[config.mk]
export PLATFORM = sky130hd
export DESIGN_NAME = multi_pulse_generator
export DESIGN_NICKNAME = d
export VERILOG_FILES = /design/src/rtl/pulse_gen_pkg.sv /design/src/rtl/pulse_gen_channel.sv /design/src/rtl/multi_pulse_generator.sv
export SDC_FILE = /design/constraint.sdc
export NUM_CORES = 1
export LEC_CHECK = 0
export ABC_CLOCK_PERIOD_IN_PS = 2080
export BUFFER_PORTS_ARGS = -buffer_cell sky130_fd_sc_hd__buf_2
export CAP_MARGIN = 20
export CORE_MARGIN = 2
export CORE_UTILIZATION = 55
export CTS_BUF_LIST = sky130_fd_sc_hd__clkbuf_8
export DETAILED_ROUTE_END_ITERATION = 10
export PLACE_DENSITY = 0.83
export REMOVE_ABC_BUFFERS = 1
export SYNTH_ARGS = -nofsm -noshare
export SYNTH_HDL_FRONTEND = slang
export SYNTH_SLANG_ARGS = --single-unit
[constraint.sdc]
create_clock -name clk -period 2.08 [get_ports clk]
set_input_delay 0.208 -clock clk [delete_from_list [all_inputs] [get_ports clk]]
set_output_delay 0.208 -clock clk [all_outputs]
set_load 0.005 [all_outputs]
[src/rtl/pulse_gen_pkg.sv]
// Shared types and helpers for the multi-channel pulse generator.
package pulse_gen_pkg;

  typedef enum logic [1:0] {EM_OFF, EM_RISE, EM_FALL, EM_BOTH} edge_mode_e;

  typedef enum logic {ST_IDLE, ST_PULSE} state_e;

  function automatic logic [31:0] eff_len(input logic [31:0] len);
    return (len == 32'd0) ? 32'd1 : len;
  endfunction

endpackage

[src/rtl/pulse_gen_channel.sv]
// One channel: edge detector, pulse FSM with down-counter, dropped-edge flag.
module pulse_gen_channel
  import pulse_gen_pkg::*;
#(
  parameter int CW = 4
) (
  input  logic          clk,
  input  logic          reset,
  input  logic          x,
  input  logic          en,
  input  logic          primed,
  input  edge_mode_e    mode,
  input  logic [CW-1:0] pulse_len,
  input  logic          retrig,
  output logic          y,
  output logic          miss
);

  state_e        state_q, state_d;
  logic [CW-1:0] cnt_q, cnt_d;
  logic          prev_x_q, y_q, y_d, miss_q, miss_d;
  logic          sel_s, hit_s;
  logic [CW-1:0] len_m1_s;

  assign len_m1_s = CW'(eff_len(32'(pulse_len)) - 32'd1);
  assign hit_s    = en & primed & sel_s;

  // Edge selection against the previous sample.
  always_comb begin
    sel_s = 1'b0;
    case (mode)
      EM_RISE: sel_s = ~prev_x_q & x;
      EM_FALL: sel_s = prev_x_q & ~x;
      EM_BOTH: sel_s = prev_x_q ^ x;
      default: sel_s = 1'b0;
    endcase
  end

  // Pulse FSM: a hit on the last count cycle is a fresh trigger, not a drop.
  always_comb begin
    state_d = state_q;
    cnt_d   = cnt_q;
    y_d     = y_q;
    miss_d  = 1'b0;
    case (state_q)
      ST_IDLE: begin
        if (hit_s) begin
          state_d = ST_PULSE;
          cnt_d   = len_m1_s;
          y_d     = 1'b1;
        end else begin
          y_d     = 1'b0;
        end
      end
      ST_PULSE: begin
        if (hit_s && (retrig || (cnt_q == '0))) begin
          cnt_d = len_m1_s;
          y_d   = 1'b1;
        end else if (cnt_q != '0) begin
          cnt_d  = cnt_q - {{(CW-1){1'b0}}, 1'b1};
          miss_d = hit_s;
          y_d    = 1'b1;
        end else begin
          state_d = ST_IDLE;
          y_d     = 1'b0;
        end
      end
      default: begin
        state_d = ST_IDLE;
        cnt_d   = '0;
        y_d     = 1'b0;
      end
    endcase
  end

  // State registers with synchronous active-low reset.
  always_ff @(posedge clk) begin
    if (!reset) begin
      state_q  <= ST_IDLE;
      cnt_q    <= '0;
      y_q      <= 1'b0;
      miss_q   <= 1'b0;
      prev_x_q <= 1'b0;
    end else begin
      state_q  <= state_d;
      cnt_q    <= cnt_d;
      y_q      <= y_d;
      miss_q   <= miss_d;
      prev_x_q <= x;
    end
  end

  assign y    = y_q;
  assign miss = miss_q;

endmodule

[src/rtl/multi_pulse_generator.sv]
// CH-channel edge-triggered pulse generator. Define PG_SYNC_EN to add a
// 2-flop input synchronizer (adds 2 cycles latency and 2 priming edges).
module multi_pulse_generator
  import pulse_gen_pkg::*;
#(
  parameter int CH = 4,
  parameter int CW = 4
) (
  input  logic            clk,
  input  logic            reset,
  input  logic            en,
  input  logic [CH-1:0]   x,
  input  logic [2*CH-1:0] mode,
  input  logic [CW-1:0]   pulse_len,
  input  logic            retrig,
  output logic [CH-1:0]   y,
  output logic [CH-1:0]   busy,
  output logic [CH-1:0]   miss
);

  logic [CH-1:0] x_det_s;
  logic [1:0]    prime_q;
  logic          primed_s;

`ifdef PG_SYNC_EN
  localparam logic [1:0] PRIME_N = 2'd3;
  logic [CH-1:0] x_s1_q, x_s2_q;

  // Two-stage synchronizer for asynchronous channel inputs.
  always_ff @(posedge clk) begin
    if (!reset) begin
      x_s1_q <= '0;
      x_s2_q <= '0;
    end else begin
      x_s1_q <= x;
      x_s2_q <= x_s1_q;
    end
  end

  assign x_det_s = x_s2_q;
`else
  localparam logic [1:0] PRIME_N = 2'd1;
  assign x_det_s = x;
`endif

  assign primed_s = (prime_q == PRIME_N);

  // Priming counter: holds off detection until prev_x carries real samples.
  always_ff @(posedge clk) begin
    if (!reset) begin
      prime_q <= 2'd0;
    end else if (!primed_s) begin
      prime_q <= prime_q + 2'd1;
    end else begin
      prime_q <= prime_q;
    end
  end

  for (genvar i = 0; i < CH; i++) begin : g_ch
    pulse_gen_channel #(.CW(CW)) u_ch (
      .clk       (clk),
      .reset     (reset),
      .x         (x_det_s[i]),
      .en        (en),
      .primed    (primed_s),
      .mode      (edge_mode_e'(mode[2*i +: 2])),
      .pulse_len (pulse_len),
      .retrig    (retrig),
      .y         (y[i]),
      .miss      (miss[i])
    );
  end

  assign busy = y;

endmodule
==> flow_summary.ini <==
[yosys]
synth_top_area_share_pct = 29.8
synthArstFlopShare_pct = 0
postSynthCellCount = 238
yosysSeqAreaShare_pct = 29.8
netlist_area_um2 = 2010
synth_ff_type = dfxtp_1
ys_types = 52
ys_seq_elements = 30
yosysWarningCount = 0
synth.area.top_cells = dfxtp_1, ha_1, nand2b_1
synth_largest_area_cell = dfxtp_1
avgSynthCellArea_um2 = 8.46
synth_edf_count = 0

[timing]
period_minus_slack_ns = 1.94
skew_ns = 0.00648
finalHoldWorstSlack_ns = 0.164
period_share_pct = 93.2
maxSlewHeadroom_pct = 69.6
setup_viol = 0
fmax_ghz = 0.516
tightest_slew_ns = 0.455
tns_ns = 0
rsz0062_at_grt = false
final_max_slew_viol_count = 0
hold_violations = 0

[run_status]
status = finished clean

[cts]
cts_tree = yes
clock_latency_ns = 0.29
cts_made_buffers = 5
clk_pin_slew_ns = 0.07
hold_buffers = 0
cts_root_buffer = clkbuf_8
cts_setup_buffers = 0
clkSinkCount = 30
htreeDepth = 2
cts_resized = 0
cts_buffer_depth = 2

[route]
ant_nets = 0
drt-total-wl_mm = 3.91
post-route-drc-count = 0
wl_per_cell_um = 12.6
drt_iter0_drc = 69
firstDrtPassIters = 4
vias_per_cell = 5.55
vias = 1716

[cells_and_area]
areaGrowthSynthToFinish_pct = 10.6
antennaDiodeCount = 0
layout-drive-gt1-share_pct = 20.9
finalNetCount = 296

[grt]
grt_overflow_total = 0
grt_pass1_vias = 1640
grt_max_degree = 30
grtUsageTotal_pct = 21.1
grt_antenna_before_repair = 0
grt_pass1_wl_mm = 6.81

[floorplan]
die_h_um = 64.5
rows = 21
design.die.area_um2 = 4160
dieWidth_um = 64.5
start_util_pct = 59.0
coreArea_um2 = 3420
io-pin-count = 32

[flow_run]
cap_violations = 0

[pwr]
internal_power_w = 0.00108
p_sw_share_pct = 31.1
clock_power_share_pct = 30.7
power.switching_w = 0.000487
p_per_area_nw_per_um2 = 701
combPwrFrac_pct = 26.8
finalPower_w = 0.00156
p_leak_nw = 0.969
vdd_drop_max_mv = 0.535
seqPwrFrac_pct = 42.5

[setup_path]
cp_slowest_cell = a311o_1
endpoint = g_ch[3].u_ch.cnt_q[3]$_SDFFE_PN0P_
worstReg2RegStart = prime_q[0]$_SDFFE_PN0P_
crit_path_end_kind = register
crit_chain = ha_1, nand2_4, a311o_1, a21oi_4, o21ai_1, a32o_1
reg2reg_to = g_ch[3].u_ch.cnt_q[3]$_SDFFE_PN0P_
slowest_delay_ns = 0.43
crit_fanout = 8
cp.arrival_ns = 2.11
startpoint = prime_q[0]$_SDFFE_PN0P_
r2r_slack_ns = 0.14
required_ns = 2.25
startpoint_type = register
r2r_cells = 6
crit_type = reg -> reg

[place]
hpwl_mm = 2.99
gp_congestion = 0.840
port_buffers = 31

[min_path]
hold_path_class = in -> reg
## sequential cells by signal, summed over array words and instances, names as in the netlist
register and cells:
g_ch.u_ch.prev_x_q 4, prime_q 2, g_ch.u_ch.state_q 4, g_ch.u_ch.cnt_q 16, g_ch.u_ch.miss 4
## through the flow
| stage | setup slack [ns] | instances | cell area (um2) | utilization (%) |
|---|---|---|---|---|
| 3_3_place_gp | 0.187 | 301 | 2140 | 62.6 |
| 2_1_floorplan | 0.312 | 222 | 1910 | - |
| 4_1_cts | 0.160 | 309 | 2230 | 65.2 |
| 3_5_place_dp | 0.150 | 301 | 2140 | 62.6 |
| 5_1_grt | 0.0475 | 309 | 2230 | 65.2 |
| 6_report | 0.141 | 309 | 2230 | 65.2 |
## worst max-delay path, delay by kind of cell, from the launching register on
family	cells	cell delay, ns
AO/OA/AOI/OAI	4	1.06
flip-flops	1	0.36
adder cells (fa/ha/maj)	1	0.27
AND/OR/NAND/NOR	1	0.14
## synth_stat cells (2+ instances only)
| cell | number |
|---|---|
| nand2b_1 | 16 |
| o221ai_1 | 3 |
| nand3_1 | 5 |
| o21ai_0 | 4 |
| a21oi_1 | 18 |
| a311o_4 | 2 |
| o31a_1 | 2 |
| a21boi_1 | 3 |
| mux2i_1 | 3 |
| ha_1 | 14 |
| a311oi_1 | 2 |
| nand2_1 | 21 |
| nor3_1 | 7 |
| nor2b_1 | 3 |
| clkbuf_1 | 4 |
| nor3b_1 | 3 |
| buf_4 | 12 |
| xnor2_1 | 2 |
| dfxtp_1 | 30 |
| and2_1 | 10 |
| a21oi_4 | 3 |
| o21ai_1 | 2 |
| nor2_1 | 9 |
| o21a_1 | 3 |
| o221a_1 | 2 |
| or3b_2 | 2 |
| inv_1 | 26 |
| a32o_1 | 3 |
## cell usage in the layout, fill, tap and decap left out, types with 3 or more instances in the layout
| cell | count |
|---|---|
| nor2_1 | 9 |
| dfxtp_1 | 30 |
| nand2_1 | 21 |
| a32o_1 | 3 |
| nor2b_1 | 3 |
| o21ai_0 | 4 |
| a21oi_1 | 18 |
| o21a_1 | 3 |
| clkbuf_8 | 6 |
| a21oi_4 | 3 |
| nor3_1 | 7 |
| buf_2 | 31 |
| ha_1 | 14 |
| a21boi_1 | 3 |
| and2_1 | 10 |
| mux2i_1 | 3 |
| nand2b_1 | 16 |
| o221ai_1 | 3 |
| nor3b_1 | 3 |
| nand3_1 | 5 |
| inv_1 | 27 |
## cells by family after synthesis
kind of cell	after synthesis	share of synthesized area, %
simple gates	84	22.6
flops	30	29.8
mux	3	1.49
fa+ha+maj	14	8.70
buf+inv	42	10.1
compound gates	63	26.5
xor+xnor	2	0.870
## how the worst min path moves through the flow
| stage | start | slack [ns] | endpoint | depth (start not counted) |
|---|---|---|---|---|
| 2_1_floorplan | reset | 0.33 | g_ch[1].u_ch.cnt_q[2]$_SDFFE_PN0P_ | 1 |
| 3_3_place_gp | x[2] | 0.45 | g_ch[2].u_ch.prev_x_q$_SDFF_PN0_ | 2 |
| 3_5_place_dp | x[2] | 0.45 | g_ch[2].u_ch.prev_x_q$_SDFF_PN0_ | 2 |
| 4_1_cts | x[3] | 0.16 | g_ch[3].u_ch.prev_x_q$_SDFF_PN0_ | 2 |
| 5_1_grt | x[2] | 0.16 | g_ch[2].u_ch.prev_x_q$_SDFF_PN0_ | 2 |
| 6_report | x[2] | 0.16 | g_ch[2].u_ch.prev_x_q$_SDFF_PN0_ | 2 |
## layout make-up
class | count | area (um2)
flip-flops and latches | 30 | 601
well taps | 46 | 57.6
clock buffers | 6 | 82.6
clock inverters | 2 | 8.76
inverters | 26 | 97.6
multi-input cells | 166 | 1210
repair buffers | 33 | 170
fillers | 314 | 1190
## per-layer routing
metal / GRT usage (%) / share of wire [%] / vias to the layer above
met3: 7.12 / 6.3 / 15
met1: 24.2 / 45 / 770
met4: 10.6 / 2.9 / 0
li1: - / - / 882
met2: 35.2 / 46 / 49
met5: 0 / 0 / -
## power groups by stage
stage / logic, W / registers (W) / clock network [W]
4_1_cts: 0.000421 / 0.000664 / 0.000497
6_report: 0.000419 / 0.000665 / 0.000480
3_3_place_gp: 0.000408 / 0.000674 / 0
3_5_place_dp: 0.000418 / 0.000676 / 0
2_1_floorplan: 0.000306 / 0.000669 / 0
5_1_grt: 0.000472 / 0.000673 / 0.000526
No activity file was read; power rests on OpenSTA's default activity.
